--- src/rtl/hazard_pkg.sv ---
// Shared sizing for the ID-stage register scoreboard.
// Optional stall-cycle perf counter is enabled with HAZARD_PERF_EN.
package hazard_pkg;

    localparam int REG_AW = 5;
    localparam int NREG   = 32;
    localparam int CNT_W  = 2;
    localparam int MAXCNT = (1 << CNT_W) - 1;

    typedef logic [CNT_W-1:0] cnt_t;

endpackage

--- src/rtl/sb_counter.sv ---
// Per-register in-flight write counter for the hazard scoreboard.
// Counts issues minus retires; saturates at both ends.
module sb_counter
    import hazard_pkg::*;
(
    input  logic clk,
    input  logic rst,
    input  logic i_inc,
    input  logic i_dec,
    input  logic i_clr,
    output cnt_t o_cnt,
    output logic o_full,
    output logic o_underflow
);

    cnt_t r_cnt;
    logic w_empty;

    assign w_empty = (r_cnt == '0);
    assign o_full  = (r_cnt == cnt_t'(MAXCNT));
    assign o_cnt   = r_cnt;

    // A flush swallows a same-cycle retire, so it cannot raise an underflow.
    assign o_underflow = i_dec & w_empty & ~i_clr;

    always_ff @(posedge clk) begin
        if (rst) begin
            r_cnt <= '0;
        end else if (i_clr) begin
            r_cnt <= '0;
        end else if (i_inc && !i_dec && !o_full) begin
            r_cnt <= r_cnt + 1'b1;
        end else if (i_dec && !i_inc && !w_empty) begin
            r_cnt <= r_cnt - 1'b1;
        end
    end

endmodule

--- src/rtl/id_hazard_scoreboard.sv ---
// ID-stage register scoreboard: RAW / WAW-overflow stall generation.
// Define HAZARD_PERF_EN to build the saturating stall-cycle counter.
module id_hazard_scoreboard
    import hazard_pkg::*;
(
    input  logic              clk,
    input  logic              rst,
    input  logic              i_id_valid,
    input  logic [REG_AW-1:0] i_id_raddr1,
    input  logic              i_id_use1,
    input  logic [REG_AW-1:0] i_id_raddr2,
    input  logic              i_id_use2,
    input  logic [REG_AW-1:0] i_id_waddr,
    input  logic              i_id_we,
    input  logic              i_id_fire,
    input  logic              i_wb_valid,
    input  logic              i_wb_we,
    input  logic [REG_AW-1:0] i_wb_waddr,
    input  logic              i_flush,
    output logic              o_stall,
    output logic [NREG-1:0]   o_pending_mask,
    output logic              o_err_underflow,
    output logic [31:0]       o_stall_cycles
);

    logic            w_issue;
    logic            w_retire;
    logic [NREG-1:0] w_pend;
    logic [NREG-1:0] w_full;
    logic [NREG-1:0] w_uf;
    logic            w_raw1;
    logic            w_raw2;
    logic            w_waw_full;
    logic            r_err;

    assign w_issue  = i_id_fire & i_id_we & (i_id_waddr != '0);
    assign w_retire = i_wb_valid & i_wb_we & (i_wb_waddr != '0);

    // r0 is hardwired zero and never tracked.
    assign w_pend[0] = 1'b0;
    assign w_full[0] = 1'b0;
    assign w_uf[0]   = 1'b0;

    genvar g;
    for (g = 1; g < NREG; g++) begin : g_reg
        cnt_t w_cnt;
        logic w_inc;
        logic w_dec;

        assign w_inc = w_issue & (i_id_waddr == REG_AW'(g));
        assign w_dec = w_retire & (i_wb_waddr == REG_AW'(g));

        sb_counter u_cnt (
            .clk         (clk),
            .rst         (rst),
            .i_inc       (w_inc),
            .i_dec       (w_dec),
            .i_clr       (i_flush),
            .o_cnt       (w_cnt),
            .o_full      (w_full[g]),
            .o_underflow (w_uf[g])
        );

        assign w_pend[g] = (w_cnt != '0);
    end

    // Counters update only at the edge, so a retiring write never bypasses.
    assign w_raw1     = i_id_use1 & (i_id_raddr1 != '0) & w_pend[i_id_raddr1];
    assign w_raw2     = i_id_use2 & (i_id_raddr2 != '0) & w_pend[i_id_raddr2];
    assign w_waw_full = i_id_we & (i_id_waddr != '0) & w_full[i_id_waddr];

    assign o_stall        = i_id_valid & (w_raw1 | w_raw2 | w_waw_full);
    assign o_pending_mask = w_pend;
    assign o_err_underflow = r_err;

    always_ff @(posedge clk) begin
        if (rst) begin
            r_err <= 1'b0;
        end else if (|w_uf) begin
            r_err <= 1'b1;
        end
    end

`ifdef HAZARD_PERF_EN
    logic [31:0] r_stall_cycles;

    always_ff @(posedge clk) begin
        if (rst) begin
            r_stall_cycles <= '0;
        end else if (o_stall && (r_stall_cycles != '1)) begin
            r_stall_cycles <= r_stall_cycles + 32'd1;
        end
    end

    assign o_stall_cycles = r_stall_cycles;
`else
    assign o_stall_cycles = 32'h0;
`endif

endmodule

--- config.mk ---
export PLATFORM = sky130hd
export DESIGN_NAME = id_hazard_scoreboard
export DESIGN_NICKNAME = d
export VERILOG_FILES = /design/src/rtl/hazard_pkg.sv /design/src/rtl/sb_counter.sv /design/src/rtl/id_hazard_scoreboard.sv
export SDC_FILE = /design/constraint.sdc
export NUM_CORES = 1
export LEC_CHECK = 0
export BUFFER_PORTS_ARGS = -buffer_cell sky130_fd_sc_hd__buf_2
export CAP_MARGIN = 15
export CORE_ASPECT_RATIO = 0.75
export CORE_MARGIN = 2
export CORE_UTILIZATION = 36
export CTS_CLUSTER_DIAMETER = 80
export DETAILED_ROUTE_END_ITERATION = 6
export PLACE_DENSITY = 0.59
export SKIP_CTS_REPAIR_TIMING = 1
export SLEW_MARGIN = 30
export SYNTH_ARGS = -nofsm -noshare
export SYNTH_HDL_FRONTEND = slang
export SYNTH_SLANG_ARGS = --single-unit
--- constraint.sdc ---
create_clock -name clk -period 2.1 [get_ports clk]
set_input_delay 0.105 -clock clk [delete_from_list [all_inputs] [get_ports clk]]
set_output_delay 0.105 -clock clk [all_outputs]
set_load 0.01 [all_outputs]
==> results of run 1 <==
## per-stage QoR
stage	TNS (ns)	area (um^2)
floorplan	0	5450
finish	-0.313	6620
global route	-0.409	6620
detailed placement	0	6310
CTS	-0.302	6570
global placement	0	6310
## synth_stat cells, types with 10 or more instances
cell | number | share of area
sky130_fd_sc_hd__mux4_2 | 10 | 0.042
sky130_fd_sc_hd__buf_2 | 17 | 0.016
sky130_fd_sc_hd__nor3_1 | 34 | 0.032
sky130_fd_sc_hd__or2_2 | 14 | 0.016
sky130_fd_sc_hd__inv_1 | 24 | 0.017
sky130_fd_sc_hd__o21ai_0 | 59 | 0.055
sky130_fd_sc_hd__nor2_1 | 66 | 0.046
sky130_fd_sc_hd__dfxtp_1 | 63 | 0.24
sky130_fd_sc_hd__nand2_1 | 91 | 0.064
sky130_fd_sc_hd__o211ai_1 | 18 | 0.025
sky130_fd_sc_hd__or4_1 | 15 | 0.021
sky130_fd_sc_hd__nand3_1 | 50 | 0.047
sky130_fd_sc_hd__clkbuf_1 | 14 | 0.0099
sky130_fd_sc_hd__a21o_1 | 11 | 0.015
sky130_fd_sc_hd__buf_4 | 36 | 0.051
sky130_fd_sc_hd__o21bai_1 | 14 | 0.020
sky130_fd_sc_hd__o211a_1 | 12 | 0.023
sky130_fd_sc_hd__a21oi_1 | 93 | 0.087
## state kept, by name (all words and copies together), names as in the netlist
| signal | cells |
|---|---|
| o_err_underflow | 1 |
| g.u_cnt.o_cnt | 62 |
## cell families (layout without fill, tap and decap cells)
kind of cell | after synthesis | after routing | share of synthesized area
simple gates | 334 | 334 | 0.309
compound gates | 255 | 255 | 0.299
buf+inv | 98 | 201 | 0.103
flops | 63 | 63 | 0.237
mux | 15 | 15 | 0.0521
other cells | 1 | 33 | 0.000703
## per-layer routing
| layer | share of wire | GRT usage | vias to the layer above |
|---|---|---|---|
| met2 | 0.39 | 0.360 | 420 |
| li1 | - | - | 2986 |
| met5 | 0 | 0 | - |
| met1 | 0.44 | 0.387 | 2914 |
| met3 | 0.14 | 0.0867 | 41 |
| met4 | 0.019 | 0.0624 | 0 |
## how the worst min path moves through the flow
stage,cells past startpoint,to
floorplan,1,o_err_underflow
global placement,2,o_err_underflow
detailed placement,2,o_err_underflow
CTS,2,o_err_underflow
global route,5,g_reg[1].u_cnt.o_cnt[1]
finish,5,g_reg[1].u_cnt.o_cnt[1]
## placed cells by master (no fill, tap or decap), drive strengths merged, types with 9 or more instances in the layout
cell type,n
o211a,12
o21bai,14
inv,25
dfxtp,63
mux4,10
buf,160
nor2,67
conb,33
nand2,93
nand3,50
o21ai,62
a21o,11
nor3,34
nand2b,9
or4,15
clkbuf,13
o211ai,18
or2,23
a21oi,93
## where the power goes
part,switching (uW),internal (uW)
Combinational,314,169
Clock,552,849
Sequential,3.60,1200
## cell type report
cell class                 instances  area, um^2
fill                            1548        7840
timing repair buffer             162        1080
clock buffer                      13         260
multi-input combinational        637        3660
clock inverter                     1        5.00
tap                              200         250
inverter                          25        93.8
sequential                        63        1270
## critical path, stage by stage, from the launching register on
cell,delay (ns)
sky130_fd_sc_hd__dfxtp_2,0.33
sky130_fd_sc_hd__or2_4,0.26
sky130_fd_sc_hd__mux4_2,0.50
sky130_fd_sc_hd__o211a_1,0.23
sky130_fd_sc_hd__o311ai_2,0.28
sky130_fd_sc_hd__a41oi_2,0.19
sky130_fd_sc_hd__buf_2,0.19
==> summary.md, run 1 <==
The flow ran to the end, but the final reports show violations. The checks that failed: setup timing. Across all layers, the routed design uses 6,361 vias. The top-level port count is 96.

Total power for the finished layout comes to 3090 uW. Derived from the worst setup path, the maximum achievable clock frequency is 414 MHz. The worst setup path is captured at an output pin.

The tools report the half-perimeter wire length after detailed placement as 16.0 mm. The post-route fraction of the period consumed by the critical path is 1.15, and the total of endpoints with negative setup slack in the final report is 1. Tracing the worst setup path back leads to its startpoint at g_reg[10].u_cnt.o_cnt[0]. The synthesized design contains 0 enable-type register cells. The share of layout cells above drive strength 1 was 0.235; the worst ir drop on vdd was 0.334 mV. Worst hold path class: in -> reg.

In this run the deepest clock path goes through 2 buffers. Final hold analysis gives a worst-case slack of 0.330 ns. The detailed-route wire length per cell is 18.6 um. The clock latency at the later pin of the worst-skew pair was 0.34 ns; the depth of the worst register-to-register path was 8. The share of flip-flops with an asynchronous set or reset works out to 0. Startpoint-to-endpoint class of the critical path: reg -> out. The run gives 5 as the first-pass detailed-route iteration total.

The tools report the die area as 15,800 um^2. In this run the register-to-register setup slack is 0.13 ns. The number of antenna violations at the first check in global routing was 0. The run gives 31.1 mm as the global-route wire length before repair. TritonCTS built the clock tree.

Largest net degree at the start of global routing: 29. The tools report the number of buffers created by CTS as 9. The synthesized netlist occupies a cell area of 5330 um^2. After synthesis the netlist holds a flip-flop and latch count of 63.

The run gives 0 as the remaining antenna violation count after routing. The clock edge transition at the registers on the reported setup and hold paths came out at 0.05 ns. The beginning of the worst hold path was i_id_fire. The worst register-to-register path begins at g_reg[12].u_cnt.o_cnt[1]. The minimum setup slack in the final design is -0.313 ns. The tools report the final routed wirelength across all metal layers as 20.4 mm. The initialized floorplan defines 38 standard-cell rows. Across the run, the number of max-cap violations was 0. In this run the worst path has a maximum fanout of 4. The area of the core is 14,500 um^2. The number of buffers added on ports was 62; the gate count of the mapped netlist was 766. The total overflow left after global routing is 0.

After detailed routing, the number of vias per cell comes to 5.78. For the pin with the worst max-slew slack, the measured transition is 0.650 ns. Averaged over all synthesized cells, the footprint is 6.96 um^2. The die is 109 um tall. The tools report the total routing resource utilization after global routing as 0.261. Arrival time at the worst endpoint: 2.31 ns. Initial core utilization: 0.369. The number of distinct library cell variants in the gate-level netlist after synthesis was 71; the worst slack at placement was 0.0620 ns. Detailed router's first-iteration violation count: 666. The cell total after placement is 1,085. The via count of the first global-routing pass was 5,525; the final routed DRC violation total was 0. The worst relative slew slack was 0.565.

The number of max-slew violations in the final report was 0; the power per unit of standard cell area was 466 nW/um^2. From left edge to right edge, the die measures 145 um. The tools report the critical path data required time as 2.00 ns.

End point of the critical path: o_stall. The logs give 0 for the total number of yosys warnings and 3 for the number of H-tree branching levels. The fraction of the yosys area taken by sequential cells came out at 0.237. The number of nets in the finished design came out at 928.

Clock tree synthesis found a total of 63 sinks. For this run, the number of standard cells in the final layout without fillers is 1,101. The tools report the maximum clock skew at final layout as 0.00643 ns. The post-layout minimum cycle time was 2.41 ns; the final hold violation count was 0. The worst register-to-register path ends at o_err_underflow. Setup repair after global routing could not meet its margin everywhere.

Top flip-flop cell by instance count after synthesis: sky130_fd_sc_hd__dfxtp_1. The clock root buffer master was sky130_fd_sc_hd__clkbuf_16. The element type at the critical path start is a flop. The final antenna diode count was 0; the final core area utilization was 0.458. Relative to the synthesized area, the layout overhead comes to 24.1%. The analysis attributes to cell leakage a power of 0.00270 uW.

Final estimated routing congestion in global placement: 1.01.
No activity file was read; power rests on OpenSTA's default activity.
==> inputs of run 2 (changes only) <==
--- a/config.mk
+++ b/config.mk
@@ -10,9 +10,9 @@
 export CORE_ASPECT_RATIO = 0.75
 export CORE_MARGIN = 2
 export CORE_UTILIZATION = 36
+export CTS_BUF_LIST = sky130_fd_sc_hd__clkbuf_16
 export CTS_CLUSTER_DIAMETER = 80
 export DETAILED_ROUTE_END_ITERATION = 6
-export PLACE_DENSITY = 0.59
 export SKIP_CTS_REPAIR_TIMING = 1
 export SLEW_MARGIN = 30
 export SYNTH_ARGS = -nofsm -noshare
==> summary.md, run 2 (same netlist as run 1, synthesis figures left out) <==
The setup path with the least slack is of type reg -> out. Summed over all layers, the global routing overflow is 0. For this design the ratio of total power to cell area is 461 nW/um^2. The area of the core is 14,500 um^2, and the chip width is 145 um. The number of violations of the max-capacitance limit is 0. The run gives 7 as the first-pass detailed-route iteration total. The element type at the critical path start was a flop. TritonCTS built the clock tree.

The tools report the number of H-tree branching levels as 3. The initial core utilization was 0.369. Setup repair after global routing could not meet its margin everywhere. On the final layout, the worst hold slack is 0.393 ns.

The via count of the first global-routing pass was 5,496; the die area was 15,800 um^2. Dividing the detail-routed wire length by the instance count gives 18.2 um. In this run the worst path has a maximum fanout of 5.

Worst relative slew slack: 0.606. For the met2 usage, the log shows 0.374. OpenSTA, run right after detailed placement, puts the worst setup slack at -0.0768 ns. After detailed routing, the number of remaining DRC violations is 12. The detailed router's first-iteration violation count is 785, and the maximum number of buffers from clock root to sink is 2. The post-route fraction of the period consumed by the critical path is 1.14. The critical path endpoint category was an output pin. For the maximum clock skew at final layout, the log shows 0.00252 ns. CTS saw 63 sinks.

The run gives 38 as the floorplan row count. Summed over all nets, the half-perimeter wirelength after detailed placement is 16.2 mm. Met1 usage: 0.382. The min-delay analysis places its worst path in the category in -> reg. Minimum setup slack in the final design: -0.284 ns. Slowest stage cell on the critical path: sky130_fd_sc_hd__nor2_1. The run gives 0.0719 as the met3 routing resource usage after global routing. The final core area utilization was 0.472. The logs give 2.00 ns for the critical path data required time and 9 for the number of buffers created by CTS.

For the worst-skew pair, the clock arrives at the later sink with an insertion delay of 0.34 ns. In the routed layout, each cell is associated on average with a via count of 5.77. The run gives 420 MHz as the highest achievable clock rate. Number of max-slew violations in the final report: 0. The library cell used most frequently in the layout, excluding fill and tap cells, is sky130_fd_sc_hd__buf_4. Number of buffers added on ports: 62.

The final reports fail on DRC, setup timing. On the worst path, the slowest cell contributes a delay of 0.35 ns. Traced cell by cell, the critical path runs through nor2_1 > buf_4 > a21oi_1 > o21ai_0 > a21oi_1 > o21ai_1 > a41oi_2 > buf_2. The number of antenna violations at the first check in global routing is 0. From synthesis to final layout, the design area changed by 28.0%. The largest net degree at the start of global routing came out at 63. The total vias in the final route is 6,485.

Clock-pin slew was measured on the worst setup and hold paths at 0.05 ns. Among cell families on the critical path, the largest total delay comes from compound AO/OA/AOI/OAI gates. The clock root buffer master was sky130_fd_sc_hd__clkbuf_16. In this run the most used layer during global routing was met1. The global-route wire length before repair was 30.9 mm; the top-level port count was 96.

The repair_antennas step left the layout with diodes totalling 0. The number of nets in the finished design was 949; the height of the chip was 109 um. The total routing resource utilization after global routing came out at 0.262. Transition time at the pin with the least slew margin: 0.590 ns.

The number of buffer and inverter stages on the critical path is 2, and the remaining antenna violation count after routing is 0. The number of placed instances, taps included, is 1,106. VDD sags by at most 0.385 mV. The total of endpoints with negative setup slack in the final report came out at 1.

The leakage component of the power came out at 0.00283 uW. The routed design could run at a clock period as short as 2.38 ns. In the layout the commonest cells are sky130_fd_sc_hd__buf_4, sky130_fd_sc_hd__a21oi_1, sky130_fd_sc_hd__nand2_1, sky130_fd_sc_hd__nor2_1, sky130_fd_sc_hd__buf_2. The slack of the worst reg-to-reg path was 0.14 ns; the share of layout cells above drive strength 1 was 0.254. The final instance count without filler cells was 1,124. The flow ran to the end, but the final reports show violations. Final estimated routing congestion in global placement: 1.01.

The final hold violation count is 0, and the arrival time at the worst endpoint is 2.28 ns. Total power for the finished layout comes to 3150 uW. The number of flip-flops under the largest register name works out to 62.

For the final routed wirelength across all metal layers, the log shows 20.5 mm. Counting stages on the worst path, the most repeated cell is sky130_fd_sc_hd__a21oi_1.
[run 2: changes by cell type in the layout (fill, tap and decap cells not counted)]
cell	before	now
sky130_fd_sc_hd__dfxtp_2	4	5
sky130_fd_sc_hd__dfxtp_1	59	58
sky130_fd_sc_hd__buf_12	1	3
sky130_fd_sc_hd__clkbuf_1	2	0
sky130_fd_sc_hd__buf_4	97	116
sky130_fd_sc_hd__o21ai_0	59	58
sky130_fd_sc_hd__a221oi_2	0	1
sky130_fd_sc_hd__bufinv_16	0	1
sky130_fd_sc_hd__a221oi_1	3	2
sky130_fd_sc_hd__o21ai_1	3	4
sky130_fd_sc_hd__nor4_1	2	1
sky130_fd_sc_hd__nor4_2	0	1
sky130_fd_sc_hd__clkinv_1	0	5
sky130_fd_sc_hd__clkbuf_8	2	0
[run 2: cell type report]
| class | count | area, um^2 |
|---|---|---|
| Clock buffer | 9 | 225 |
| Clock inverter | 7 | 53.8 |
| Fill cell | 1508 | 7630 |
| Inverter | 25 | 93.8 |
| Multi-Input combinational cell | 637 | 3680 |
| Sequential cell | 63 | 1270 |
| Tap cell | 200 | 250 |
| Timing Repair Buffer | 183 | 1260 |
[run 2: worst paths after layout]
kind,start,endpoint,cells past startpoint
worst min register to register,g_reg[7].u_cnt.o_cnt[1],g_reg[7].u_cnt.o_cnt[1],2
worst max-delay path,g_reg[3].u_cnt.o_cnt[0],o_stall,8
worst min-delay path,i_id_waddr[4],g_reg[30].u_cnt.o_cnt[0],6
worst max register to register,g_reg[1].u_cnt.o_cnt[0],o_err_underflow,7
[run 2: report_power, final]
part / internal [uW] / switching [uW]
clock: 895 / 552
combinational: 177 / 319
sequential: 1200 / 3.05
total: 2270 / 874
[run 2: routing by layer]
| layer | up-vias | share of wire | wire [um] |
|---|---|---|---|
| met2 | 384 | 0.40 | 8260 |
| met5 | - | 0 | 0 |
| met3 | 42 | 0.12 | 2490 |
| met4 | 0 | 0.023 | 480 |
| li1 | 3046 | - | - |
| met1 | 3013 | 0.45 | 9280 |
[run 2: tightest hold or removal path: cells and delay by family]
kind	cells	cell delay (ns)
AOI/OAI and AO/OA	2	0.16
buffers and inverters	1	0.12
and+or+nand+nor	3	0.29
[run 2: through the flow]
step,TNS [ns],instance area [um^2]
final,-0.284,6830
after global routing,-0.279,6830
after CTS,-0.323,6770
after detailed placement,-0.0768,6490
after global placement,-0.00681,6490
after floorplan,0,5450
